<file path="src/rtl/wb_pkg.sv">
`default_nettype none
// +-----------------------------------------------------------------------------+
// | wb_pkg: shared widths, FIFO entry type and FSM encoding for the write-back  |
// |         port arbiter.                                                       |
// | Rev 1.0                                                                     |
// +-----------------------------------------------------------------------------+
package wb_pkg;

  localparam int REG_AW = 3;
  localparam int DATA_W = 16;

  typedef struct packed {
    logic              valid;
    logic [REG_AW-1:0] addr;
    logic [DATA_W-1:0] data;
  } wb_entry_t;

  typedef enum logic [0:0] {
    NORMAL = 1'b0,
    STALL  = 1'b1
  } fsm_t;

endpackage
`default_nettype wire

</file>
<file path="src/rtl/wb_fifo.sv">
`default_nettype none
// +-----------------------------------------------------------------------------+
// | wb_fifo: circular buffer of parked memory returns with kill-by-address.     |
// |          WB_BYPASS_EN adds a youngest-live-match lookup port.               |
// | Rev 1.0                                                                     |
// +-----------------------------------------------------------------------------+
module wb_fifo
  import wb_pkg::*;
#(
  parameter int DEPTH = 4
) (
  input  logic                     clk,
  input  logic                     resetn,
  input  logic                     push,
  input  logic [REG_AW-1:0]        push_addr,
  input  logic [DATA_W-1:0]        push_data,
  input  logic                     pop,
  input  logic                     kill_en,
  input  logic [REG_AW-1:0]        kill_addr,
  output wb_entry_t                head,
  output logic [$clog2(DEPTH):0]   count,
  output logic                     full,
  output logic                     empty
`ifdef WB_BYPASS_EN
  ,
  input  logic [REG_AW-1:0]        byp_raddr,
  output logic                     byp_hit,
  output logic [DATA_W-1:0]        byp_data
`endif
);

  localparam int PW = $clog2(DEPTH);

  wb_entry_t       r_mem [DEPTH];
  logic [PW-1:0]   r_rd;
  logic [PW-1:0]   r_wr;
  logic [PW:0]     r_cnt;

  always_ff @(posedge clk) begin
    if (!resetn) begin
      r_rd  <= '0;
      r_wr  <= '0;
      r_cnt <= '0;
      for (int i = 0; i < DEPTH; i++) r_mem[i] <= '0;
    end else begin
      if (kill_en) begin
        for (int i = 0; i < DEPTH; i++)
          if (r_mem[i].addr == kill_addr) r_mem[i].valid <= 1'b0;
      end
      if (push) begin
        r_mem[r_wr] <= '{valid: 1'b1, addr: push_addr, data: push_data};
        r_wr        <= r_wr + PW'(1);
      end
      if (pop) r_rd <= r_rd + PW'(1);
      case ({push, pop})
        2'b10:   r_cnt <= r_cnt + (PW+1)'(1);
        2'b01:   r_cnt <= r_cnt - (PW+1)'(1);
        default: r_cnt <= r_cnt;
      endcase
    end
  end

  assign head  = r_mem[r_rd];
  assign count = r_cnt;
  assign empty = (r_cnt == '0);
  assign full  = (r_cnt == (PW+1)'(DEPTH));

`ifdef WB_BYPASS_EN
  // Scan oldest to youngest so the last live match wins.
  always_comb begin
    logic [PW-1:0] idx;
    byp_hit  = 1'b0;
    byp_data = '0;
    idx      = '0;
    for (int i = 0; i < DEPTH; i++) begin
      idx = r_rd + PW'(i);
      if (((PW+1)'(i) < r_cnt) && r_mem[idx].valid && (r_mem[idx].addr == byp_raddr)) begin
        byp_hit  = 1'b1;
        byp_data = r_mem[idx].data;
      end
    end
  end
`endif

endmodule
`default_nettype wire

</file>
<file path="src/rtl/wb_port_arbiter.sv">
`default_nettype none
// +-----------------------------------------------------------------------------+
// | wb_port_arbiter: shares the register-file write port between ALU write-back |
// |   and memory returns. Optional macro WB_BYPASS_EN adds FIFO read bypass.    |
// | Rev 1.0                                                                     |
// +-----------------------------------------------------------------------------+
module wb_port_arbiter
  import wb_pkg::*;
#(
  parameter int DEPTH      = 4,
  parameter int STARVE_MAX = 8
) (
  input  logic                     clk,
  input  logic                     resetn,
  input  logic                     alu_valid,
  input  logic [REG_AW-1:0]        alu_addr,
  input  logic [DATA_W-1:0]        alu_data,
  input  logic                     mem_valid,
  output logic                     mem_ready,
  input  logic [REG_AW-1:0]        mem_addr,
  input  logic [DATA_W-1:0]        mem_data,
  output logic                     rf_we,
  output logic [REG_AW-1:0]        rf_waddr,
  output logic [DATA_W-1:0]        rf_wdata,
  output logic                     pipe_stall,
  output logic [$clog2(DEPTH):0]   pending_cnt
`ifdef WB_BYPASS_EN
  ,
  input  logic [REG_AW-1:0]        byp_raddr,
  output logic                     byp_hit,
  output logic [DATA_W-1:0]        byp_data
`endif
);

  localparam int CW = $clog2(STARVE_MAX) + 1;
  localparam logic [CW-1:0] C_STARVE_LIM = CW'(STARVE_MAX - 1);

  wb_entry_t   w_head;
  logic        w_full;
  logic        w_empty;
  logic        w_pop;
  logic        w_push;
  logic        w_bypass;
  logic        w_starving;
  logic [CW-1:0] w_cnt_nxt;
  logic [CW-1:0] r_starve;
  fsm_t        r_state;
  fsm_t        w_state_nxt;

  wb_fifo #(.DEPTH(DEPTH)) u_fifo (
    .clk       (clk),
    .resetn    (resetn),
    .push      (w_push),
    .push_addr (mem_addr),
    .push_data (mem_data),
    .pop       (w_pop),
    .kill_en   (alu_valid),
    .kill_addr (alu_addr),
    .head      (w_head),
    .count     (pending_cnt),
    .full      (w_full),
    .empty     (w_empty)
`ifdef WB_BYPASS_EN
    ,
    .byp_raddr (byp_raddr),
    .byp_hit   (byp_hit),
    .byp_data  (byp_data)
`endif
  );

  assign mem_ready = !resetn || !w_full;

  // ALU first, then FIFO head (killed heads pop silently), then empty-FIFO bypass.
  always_comb begin
    rf_we    = 1'b0;
    rf_waddr = '0;
    rf_wdata = '0;
    w_pop    = 1'b0;
    w_bypass = 1'b0;
    if (alu_valid) begin
      rf_we    = 1'b1;
      rf_waddr = alu_addr;
      rf_wdata = alu_data;
    end else if (!w_empty) begin
      w_pop = 1'b1;
      if (w_head.valid) begin
        rf_we    = 1'b1;
        rf_waddr = w_head.addr;
        rf_wdata = w_head.data;
      end
    end else if (mem_valid) begin
      w_bypass = 1'b1;
      rf_we    = 1'b1;
      rf_waddr = mem_addr;
      rf_wdata = mem_data;
    end
    if (!resetn) rf_we = 1'b0;
  end

  // A same-cycle mem return to the ALU's register is older, so it is dropped.
  assign w_push = mem_valid && mem_ready && !w_bypass &&
                  !(alu_valid && (alu_addr == mem_addr));

  assign w_starving = !w_empty && !w_pop;
  assign w_cnt_nxt  = !w_starving ? '0 :
                      (r_starve == C_STARVE_LIM) ? r_starve : r_starve + CW'(1);

  always_ff @(posedge clk) begin
    if (!resetn) begin
      r_starve <= '0;
      r_state  <= NORMAL;
    end else begin
      r_starve <= w_cnt_nxt;
      r_state  <= w_state_nxt;
    end
  end

  always_comb begin
    w_state_nxt = r_state;
    case (r_state)
      NORMAL:  if (w_cnt_nxt == C_STARVE_LIM) w_state_nxt = STALL;
      STALL:   if (w_pop) w_state_nxt = NORMAL;
      default: w_state_nxt = NORMAL;
    endcase
  end

  assign pipe_stall = (r_state == STALL);

  a_no_alu_in_stall: assert property (@(posedge clk) disable iff (!resetn)
                                      pipe_stall |-> !alu_valid);

endmodule
`default_nettype wire
</file>
<file path="config.mk">
export PLATFORM = sky130hd
export DESIGN_NAME = wb_port_arbiter
export DESIGN_NICKNAME = d
export VERILOG_FILES = /design/src/rtl/wb_pkg.sv /design/src/rtl/wb_fifo.sv /design/src/rtl/wb_port_arbiter.sv
export SDC_FILE = /design/constraint.sdc
export NUM_CORES = 1
export LEC_CHECK = 0
export ABC_AREA = 0
export BUFFER_PORTS_ARGS = -buffer_cell sky130_fd_sc_hd__buf_2
export CAP_MARGIN = 5
export CORE_ASPECT_RATIO = 1.25
export CORE_UTILIZATION = 52
export DETAILED_ROUTE_END_ITERATION = 7
export PLACE_DENSITY = 0.82
export SETUP_SLACK_MARGIN = 0.1
export SLEW_MARGIN = 20
export SYNTH_ARGS = -nofsm -noshare
export SYNTH_HDL_FRONTEND = slang
export SYNTH_HIERARCHICAL = 1
export SYNTH_SLANG_ARGS = --single-unit
</file>
<file path="constraint.sdc">
create_clock -name clk -period 3 [get_ports clk]
set_clock_uncertainty 0.1 [all_clocks]
set_input_delay 0.45 -clock clk [delete_from_list [all_inputs] [get_ports clk]]
set_output_delay 0.45 -clock clk [all_outputs]
set_load 0.02 [all_outputs]
</file>
==> results of run 1 <==
report_power, final:
part | total (uW) | leakage [uW] | switching (uW) | internal, uW
clock | 721 | 0.0000817 | 422 | 299
combinational | 1120 | 0.00117 | 589 | 527
sequential | 1650 | 0.000936 | 84.2 | 1560
total | 3480 | 0.00218 | 1100 | 2390
layer usage:
| metal | vias up | global-route usage [%] | routed length [um] |
|---|---|---|---|
| met5 | - | 0 | 0 |
| met4 | 0 | 10.7 | 152 |
| met3 | 13 | 4.24 | 459 |
| met2 | 102 | 38.7 | 5190 |
| met1 | 1531 | 26.0 | 3910 |
| li1 | 1446 | - | - |
placed cells by master (no fill, tap or decap), types with 2 or more instances in the layout:
| cell | n |
|---|---|
| mux4_2 | 20 |
| nand4_1 | 4 |
| o21ai_0 | 6 |
| clkbuf_8 | 9 |
| xor2_1 | 5 |
| nand2_1 | 7 |
| ha_1 | 6 |
| a31o_1 | 4 |
| nor2_1 | 8 |
| buf_4 | 16 |
| clkinv_1 | 2 |
| a222oi_1 | 19 |
| nand2b_1 | 4 |
| buf_2 | 66 |
| xnor2_1 | 16 |
| buf_12 | 2 |
| inv_1 | 28 |
| edfxtp_1 | 76 |
| and2_1 | 82 |
| mux2i_1 | 2 |
| dfxtp_1 | 18 |
| nand3_1 | 2 |
| and3_4 | 4 |
| a21oi_1 | 2 |
stage by stage:
step | std cells | hold WS [ps] | worst slack [ps] | utilization, %
6_report | 551 | 318 | 238 | 61.4
3_3_place_gp | 534 | 353 | 539 | 59.3
4_1_cts | 550 | 298 | 134 | 61.1
5_1_grt | 551 | 321 | 117 | 61.4
2_1_floorplan | 354 | 343 | 185 | -
3_5_place_dp | 534 | 363 | 399 | 59.3
area by class of cell:
class	instances	area, um2	area share [%]
well taps	120	150	2.78
inverters	28	105	1.95
flip-flops and latches	94	2640	49.0
clock inverters	6	37.5	0.695
multi-input cells	209	1840	34.2
repair buffers	84	490	9.09
clock buffers	10	128	2.36
cell families (layout without fill, tap and decap cells):
| group | Yosys count | in the layout | synth area share, % |
|---|---|---|---|
| buf+inv | 51 | 128 | 6.07 |
| compound gates | 38 | 38 | 6.67 |
| simple gates | 121 | 121 | 16.1 |
| mux | 22 | 22 | 9.87 |
| fa+ha+maj | 7 | 7 | 2.00 |
| flops | 94 | 94 | 55.5 |
| xor+xnor | 21 | 21 | 3.86 |
worst max-delay path: stages, from the launching register on:
cell	delay, ps
dfxtp_1	450
buf_4	240
mux4_2	520
a222oi_1	380
inv_1	90
buf_2	170
path summary, 6_finish.rpt:
path | slack [ps] | to | depth (start not counted) | startpoint
max | 240 | rf_wdata[3] | 5 | flop
min | 320 | u_fifo/r_mem[0][6]$_SDFFCE_PN0P_ | 2 | mem_data[6]
max reg2reg | 410 | u_fifo/count[2]$_SDFFE_PN0P_ | 11 | u_fifo/count[2]$_SDFFE_PN0P_
min reg2reg | 380 | u_fifo/r_mem[2][19]$_SDFFE_PP1P_ | 1 | u_fifo/r_mem[2][19]$_SDFFE_PP1P_
state kept, by name, indices dropped and copies added (netlist names), named ones only:
name,cells
u_fifo/r_mem,80
r_starve,4
u_fifo/count,3
u_fifo/r_rd,2
u_fifo/r_wr,2
pipe_stall,1
timing repair:
action,CTS,global route
setup endpoints to repair,0,19
endpoints found under the hold margin,0,0
buffers inserted,0,1
==> reports/metrics.yaml, run 1 <==
htreeDepth: 3
power.total_uw: 3480
synth_common_cells: "and2_1, edfxtp_1, inv_1"
grt_pass1_wl_mm: 15.5
synth_top_area_share_pct: 47.9
setup_viol: 0
syn_avg_cell_area_um2: 13.5
start_util_pct: 54.2
ys_top_cells_by_area: "edfxtp_1, and2_1, mux4_2, dfxtp_1, a222oi_1"
synth_area_um2: 4760
tightest_slew_ps: 404
dieWidth_um: 87.6
hold_path.class: "in -> reg"
grt_pass1_vias: 3162
grt_max_degree: 25
cp-end-kind: "output pin"
yosysTopAreaCell: "edfxtp_1"
drtPass1Iterations: 7
cp-start-kind: "flop"
ant_nets: 0
dieHeight_um: 109
hold_viol: 0
wire_per_inst_um: 17.6
rsz0062_at_grt: "false"
maxSlewHeadroom_pct: 73.0
cts.path.max_buffers: 2
ir_drop_v: 0.000435
nFillCells: 669
cts_sinks: 94
nets: 475
synth.net_count: 403
grt_use_total_pct: 22.1
syn_inst: 354
ys_seq_elements: 94
place_area_um2: 5210
cts_buffers: 9
antenna_cells: 0
max_freq_mhz: 362
clk_latency_ps: 350
yosysSeqAreaShare_pct: 55.5
overflow: 0
ys_warn_count: 6
synth_cell_types: 40
io_pins: 67
ctsResizeCount: 0
num_vias: 3092
antenna_found_initial: 0
dieArea_um2: 9550
async_reset_ff_share_pct: 0
leakage_uw: 0.00218
synth-edff-count: 76
maxCapViolCount: 0
clockRootBuffer: "clkbuf_8"
route.detailed.drc: 0
port_buffers: 66
globalplace.congestion: 0.844
rows: 38
period_share_pct: 92.1
cts_tree: "built"
wl_mm: 9.71
fin_area_um2: 5400
status: "complete, no violations"
power_density_nw_per_um2: 645
yosysMostFrequentCell: "and2_1"
area_delta_synth_final_pct: 13.3
worstPathRequired_ps: 2450
arrival_ps: 2210
period_needed_ps: 2760
maxSlewViolCount: 0
totalNegativeSetupSlack_ps: 0
clk_pin_slew_worst_paths_ps: 90
synth_top_flop_cell: "edfxtp_1"
path_max_fanout: 7
coreArea_um2: 8800
hpwl_mm: 6.43
via_per_inst: 5.61
cts_hold_buf: 0
initialDrtViolationCount: 272
drive_above_1_share_pct: 29.0
worstSetupPathType: "reg -> out"
No activity file was read; power rests on OpenSTA's default activity.
==> inputs of run 2 (changes only) <==
- CORE_ASPECT_RATIO: 1.25 -> 1.2
- PLACE_DENSITY: 0.82 -> 0.76
- SKIP_CTS_REPAIR_TIMING: unset -> 1
==> run 2 against run 1 <==
  * Worst hold slack worse by 3.0 ps
  * Largest cell class unchanged
  * Highest routed layer unchanged
  * First-iteration DRC count down 4.4%
  * Largest power group unchanged
  * Die area about the same
==> reports/metrics.yaml, run 2 (same netlist as run 1, synthesis figures left out) <==
status: "complete, no violations"
cp-endpoint: "rf_waddr[2]"
max_freq_mhz: 362
cp-start-kind: "flop"
dieArea_um2: 9550
cts_sinks: 94
cts.path.max_buffers: 2
final_cell_mix: "and2_1, edfxtp_1, buf_2"
hold_path.class: "in -> reg"
rsz0062_at_grt: "false"
coreArea_um2: 8750
hpwl_mm: 6.63
clk_pin_slew_worst_paths_ps: 90
comb_power_share_pct: 31.0
hold_viol: 0
whs_ps: 315
grt_pass1_wl_mm: 15.3
antenna_found_initial: 0
num_vias: 3042
port_buffers: 66
cts_buffers: 9
regMostFlops: "u_fifo/r_mem"
overflow: 0
maxCapViolCount: 0
grt_use_total_pct: 22.3
cp-end-kind: "output pin"
ant_nets: 0
wl_mm: 9.86
grt_pass1_vias: 3061
tightest_slew_ps: 410
largest_reg_flops: 80
worstSetupPathType: "reg -> out"
ir_drop_v: 0.000595
dieWidth_um: 89.4
power_frac_seq_pct: 45.7
antenna_cells: 0
final_common_cell: "and2_1"
clk_latency_ps: 360
leakage_uw: 0.00217
path_max_fanout: 19
totalNegativeSetupSlack_ps: 0
start_util_pct: 54.5
pwr-share-clk_pct: 23.3
rows: 37
drive_above_1_share_pct: 29.1
reg2regPathDepth: 11
globalplace.congestion: 0.829
nets: 473
maxSlewHeadroom_pct: 72.7
r2r_slack_ps: 360
route.detailed.drc: 0
p_switching_uw: 1120
arrival_ps: 2210
grt_max_degree: 25
critPathMostFrequentCell: "inv_1"
power_density_nw_per_um2: 665
dieHeight_um: 107
via_per_inst: 5.57
period_share_pct: 92.1
maxSlewViolCount: 0
crit_path_top_delay_cell: "mux4_2"
worstPathRequired_ps: 2450
cp_slowest_stage_delay_ps: 520
initialDrtViolationCount: 260
switching_share_pct: 31.2
clockRootBuffer: "clkbuf_8"
drtPass1Iterations: 5
timing.rr.end: "u_fifo/count[2]$_SDFFE_PN0P_"
setup_viol: 0
wire_per_inst_um: 18.0
htreeDepth: 3
period_needed_ps: 2760
io_pins: 67
r2r_start: "u_fifo/count[2]$_SDFFE_PN0P_"
cts_tree: "built"
p_int_uw: 2470
path_cells: "mux4_2 -> inv_1 -> nor3_4 -> buf_12 -> a222oi_1 -> inv_1 -> buf_2"
area_delta_synth_final_pct: 13.4
power.total_uw: 3590
==> run 2: layout make-up <==
class | count | area (um2)
Sequential cell | 94 | 2640
Inverter | 28 | 105
Clock buffer | 10 | 128
Clock inverter | 6 | 70.1
Tap cell | 117 | 146
Multi-Input combinational cell | 209 | 1840
Timing Repair Buffer | 82 | 467
Fill cell | 691 | 3350
==> run 2: critical path: cells and delay by family (launching register included) <==
| family | cells | cell delay (ps) |
|---|---|---|
| AO/OA/AOI/OAI | 1 | 350 |
| buffers and inverters | 4 | 530 |
| flip-flops | 1 | 380 |
| multiplexers | 1 | 520 |
| AND/OR/NAND/NOR | 1 | 60 |
==> run 2: routing by layer <==
metal  track usage [%]  wire length [um]  vias to the layer above
met1              26.9              3860                     1488
met4              8.96               210                        0
met5                 0                 0                        -
li1                  -                 -                     1435
met3              4.31               492                       17
met2              38.5              5290                      102
==> run 2: stage by stage <==
step / setup WS [ps] / util (%) / instances / cell area, um2
after floorplan: 185 / - / 354 / 4780
after global placement: 515 / 59.2 / 529 / 5180
after detailed placement: 426 / 59.2 / 529 / 5180
after CTS: 134 / 61.5 / 545 / 5380
after global routing: 124 / 61.7 / 546 / 5400
final: 236 / 61.7 / 546 / 5400
==> run 2: power by group through the flow <==
stage	Clock, uW	Sequential, uW	Combinational [uW]
2_1_floorplan	0	1670	816
3_3_place_gp	0	1670	1070
3_5_place_dp	0	1670	1100
4_1_cts	852	1640	1110
5_1_grt	909	1660	1210
6_report	837	1640	1110
==> run 2: how the worst min path moves through the flow <==
stage                                                 from                                 to  slack (ps)  cells after the start
after floorplan           u_fifo/r_mem[1][19]$_SDFFE_PP1P_   u_fifo/r_mem[1][19]$_SDFFE_PP1P_         340                      1
after global placement    u_fifo/r_mem[2][19]$_SDFFE_PP1P_   u_fifo/r_mem[2][19]$_SDFFE_PP1P_         350                      1
after detailed placement  u_fifo/r_mem[3][19]$_SDFFE_PP1P_   u_fifo/r_mem[3][19]$_SDFFE_PP1P_         360                      1
after CTS                                     mem_data[15]  u_fifo/r_mem[0][15]$_SDFFCE_PN0P_         310                      2
after global routing                          mem_data[10]  u_fifo/r_mem[1][10]$_SDFFCE_PN0P_         320                      2
final                                         mem_data[15]  u_fifo/r_mem[0][15]$_SDFFCE_PN0P_         310                      2
==> inputs of run 3 (changes only) <==
==> constraint.sdc (replaced) <==
create_clock -name clk -period 3 [get_ports clk]
set_clock_uncertainty 0.1 [all_clocks]
set_input_delay 0.6 -clock clk [delete_from_list [all_inputs] [get_ports clk]]
set_output_delay 0.6 -clock clk [all_outputs]
set_load 0.02 [all_outputs]
==> run 3 against run 2 <==
  * Power barely moved
  * First-iteration DRC count grew 1.9%
  * Worst hold slack gained 63 ps
  * Final cell count rose by 0.73%
  * Final area up 0.90%
  * Critical path depth fell by 2
  * Critical endpoint is now rf_wdata[1]
==> reports/metrics.yaml, run 3 (same netlist as run 1, synthesis figures left out) <==
power.total_uw: 3590
maxSlewHeadroom_pct: 77.8
grt_pass1_vias: 3025
whs_ps: 378
reg2regPathDepth: 11
route.detailed.drc: 0
wire_per_inst_um: 17.7
power_density_nw_per_um2: 659
grt_use_total_pct: 22.1
multi_input_area_um2: 1850
fin_util_pct: 62.3
post-place-ws_ps: 295
final_common_cell: "and2_1"
wl_mm: 9.73
cp-start-kind: "flop"
arrival_ps: 2060
nFillCells: 685
dieArea_um2: 9550
start_util_pct: 54.5
worstPathRequired_ps: 2300
placedCellCount: 533
r2r_start: "u_fifo/count[2]$_SDFFE_PN0P_"
globalplace.congestion: 0.772
leakage_uw: 0.00221
regMostFlops: "u_fifo/r_mem"
antenna_found_initial: 0
initialDrtViolationCount: 265
timing.rr.end: "u_fifo/count[2]$_SDFFE_PN0P_"
hold_depth: 1
cp-end-kind: "output pin"
grt_pass1_wl_mm: 15.4
grt_max_degree: 24
overflow: 0
rsz0062_at_grt: "true"
coreArea_um2: 8750
max_freq_mhz: 363
final_cell_mix: "and2_1, edfxtp_1, buf_2"
period_share_pct: 91.9
antenna_cells: 0
path_buf_inv: 3
cts_sinks: 94
r2r_slack_ps: 450
crit_path_top_delay_cell: "mux4_2"
path_max_fanout: 9
hpwl_mm: 6.55
cts_buffers: 9
worstHoldEndpoint: "u_fifo/r_mem[2][19]$_SDFFE_PP1P_"
path_cells: "buf_6 -> mux4_2 -> a222oi_1 -> inv_1 -> buf_2"
clockRootBuffer: "clkbuf_8"
num_vias: 3080
maxSlewViolCount: 0
maxCapViolCount: 0
largest_reg_flops: 80
clk_latency_ps: 350
rows: 37
dieHeight_um: 107
ir_drop_v: 0.000439
setup_slack_ps: 243
clk_pin_slew_worst_paths_ps: 80
period_needed_ps: 2760
htreeDepth: 3
port_buffers: 66
via_per_inst: 5.60
ant_nets: 0
drive_above_1_share_pct: 30.0
cts_tree: "built"
tightest_slew_ps: 331
area_delta_synth_final_pct: 14.4
io_pins: 67
dieWidth_um: 89.4
crit_family: "multiplexers"
cts.path.max_buffers: 2
setup_viol: 0
drtPass1Iterations: 7
status: "complete, no violations"
worstSetupPathType: "reg -> out"
final_cells: 550
hp-start: "u_fifo/r_mem[2][19]$_SDFFE_PP1P_"
hold_path.class: "reg -> reg"
cp_slowest_stage_delay_ps: 510
hold_viol: 0
nets: 477
regArea_um2: 2650
[run 3: metrics by stage]
| stage | setup TNS, ps | cell area (um2) |
|---|---|---|
| final | 0 | 5450 |
| after global routing | 0 | 5450 |
| after CTS | -942 | 5410 |
| after detailed placement | 0 | 5210 |
| after global placement | 0 | 5210 |
| after floorplan | 0 | 4780 |
[run 3: power breakdown]
part           total [uW]  internal, uW  switching, uW
logic                1110           529            580
registers            1670          1570           99.5
clock network         818           404            414
[run 3: worst max path at each step]
stage                                            start                                to  slack [ps]  cells past startpoint
after floorplan           u_fifo/count[0]$_SDFFE_PN0P_  u_fifo/r_mem[0][0]$_SDFFCE_PN0P_         190                      7
after global placement                     alu_addr[2]      u_fifo/count[2]$_SDFFE_PN0P_         370                     11
after detailed placement                          flop                       rf_wdata[1]         290                      6
after CTS                                         flop                       rf_wdata[1]         -90                      6
after global routing                              flop                       rf_wdata[5]          80                      7
final                                             flop                       rf_wdata[1]         240                      5
[run 3: per-layer routing]
metal  up-vias  part of all wire (%)  GRT usage, %
met5         -                     0             0
met4         0                   1.2          7.82
met3        11                   6.3          3.77
met2       112                    53          37.9
met1      1512                    40          27.9
li1       1445                     -             -
[run 3: worst register-to-register path, stage by stage, from the launching register on]
cell and delay [ps]:
dfxtp_1 360, nor3_4 350, nand2_1 120, nor2_1 160, a311oi_2 70, inv_1 80, ha_1 180, inv_1 60
fa_1 370, xor2_1 160, or3_1 300, a21boi_1 160
[run 3: cell type report]
type | instances | share of cell area [%]
Clock buffer | 14 | 3.40
Clock inverter | 2 | 0.252
Inverter | 28 | 1.93
Multi-Input combinational cell | 209 | 33.9
Sequential cell | 94 | 48.6
Tap cell | 117 | 2.69
Timing Repair Buffer | 86 | 9.23
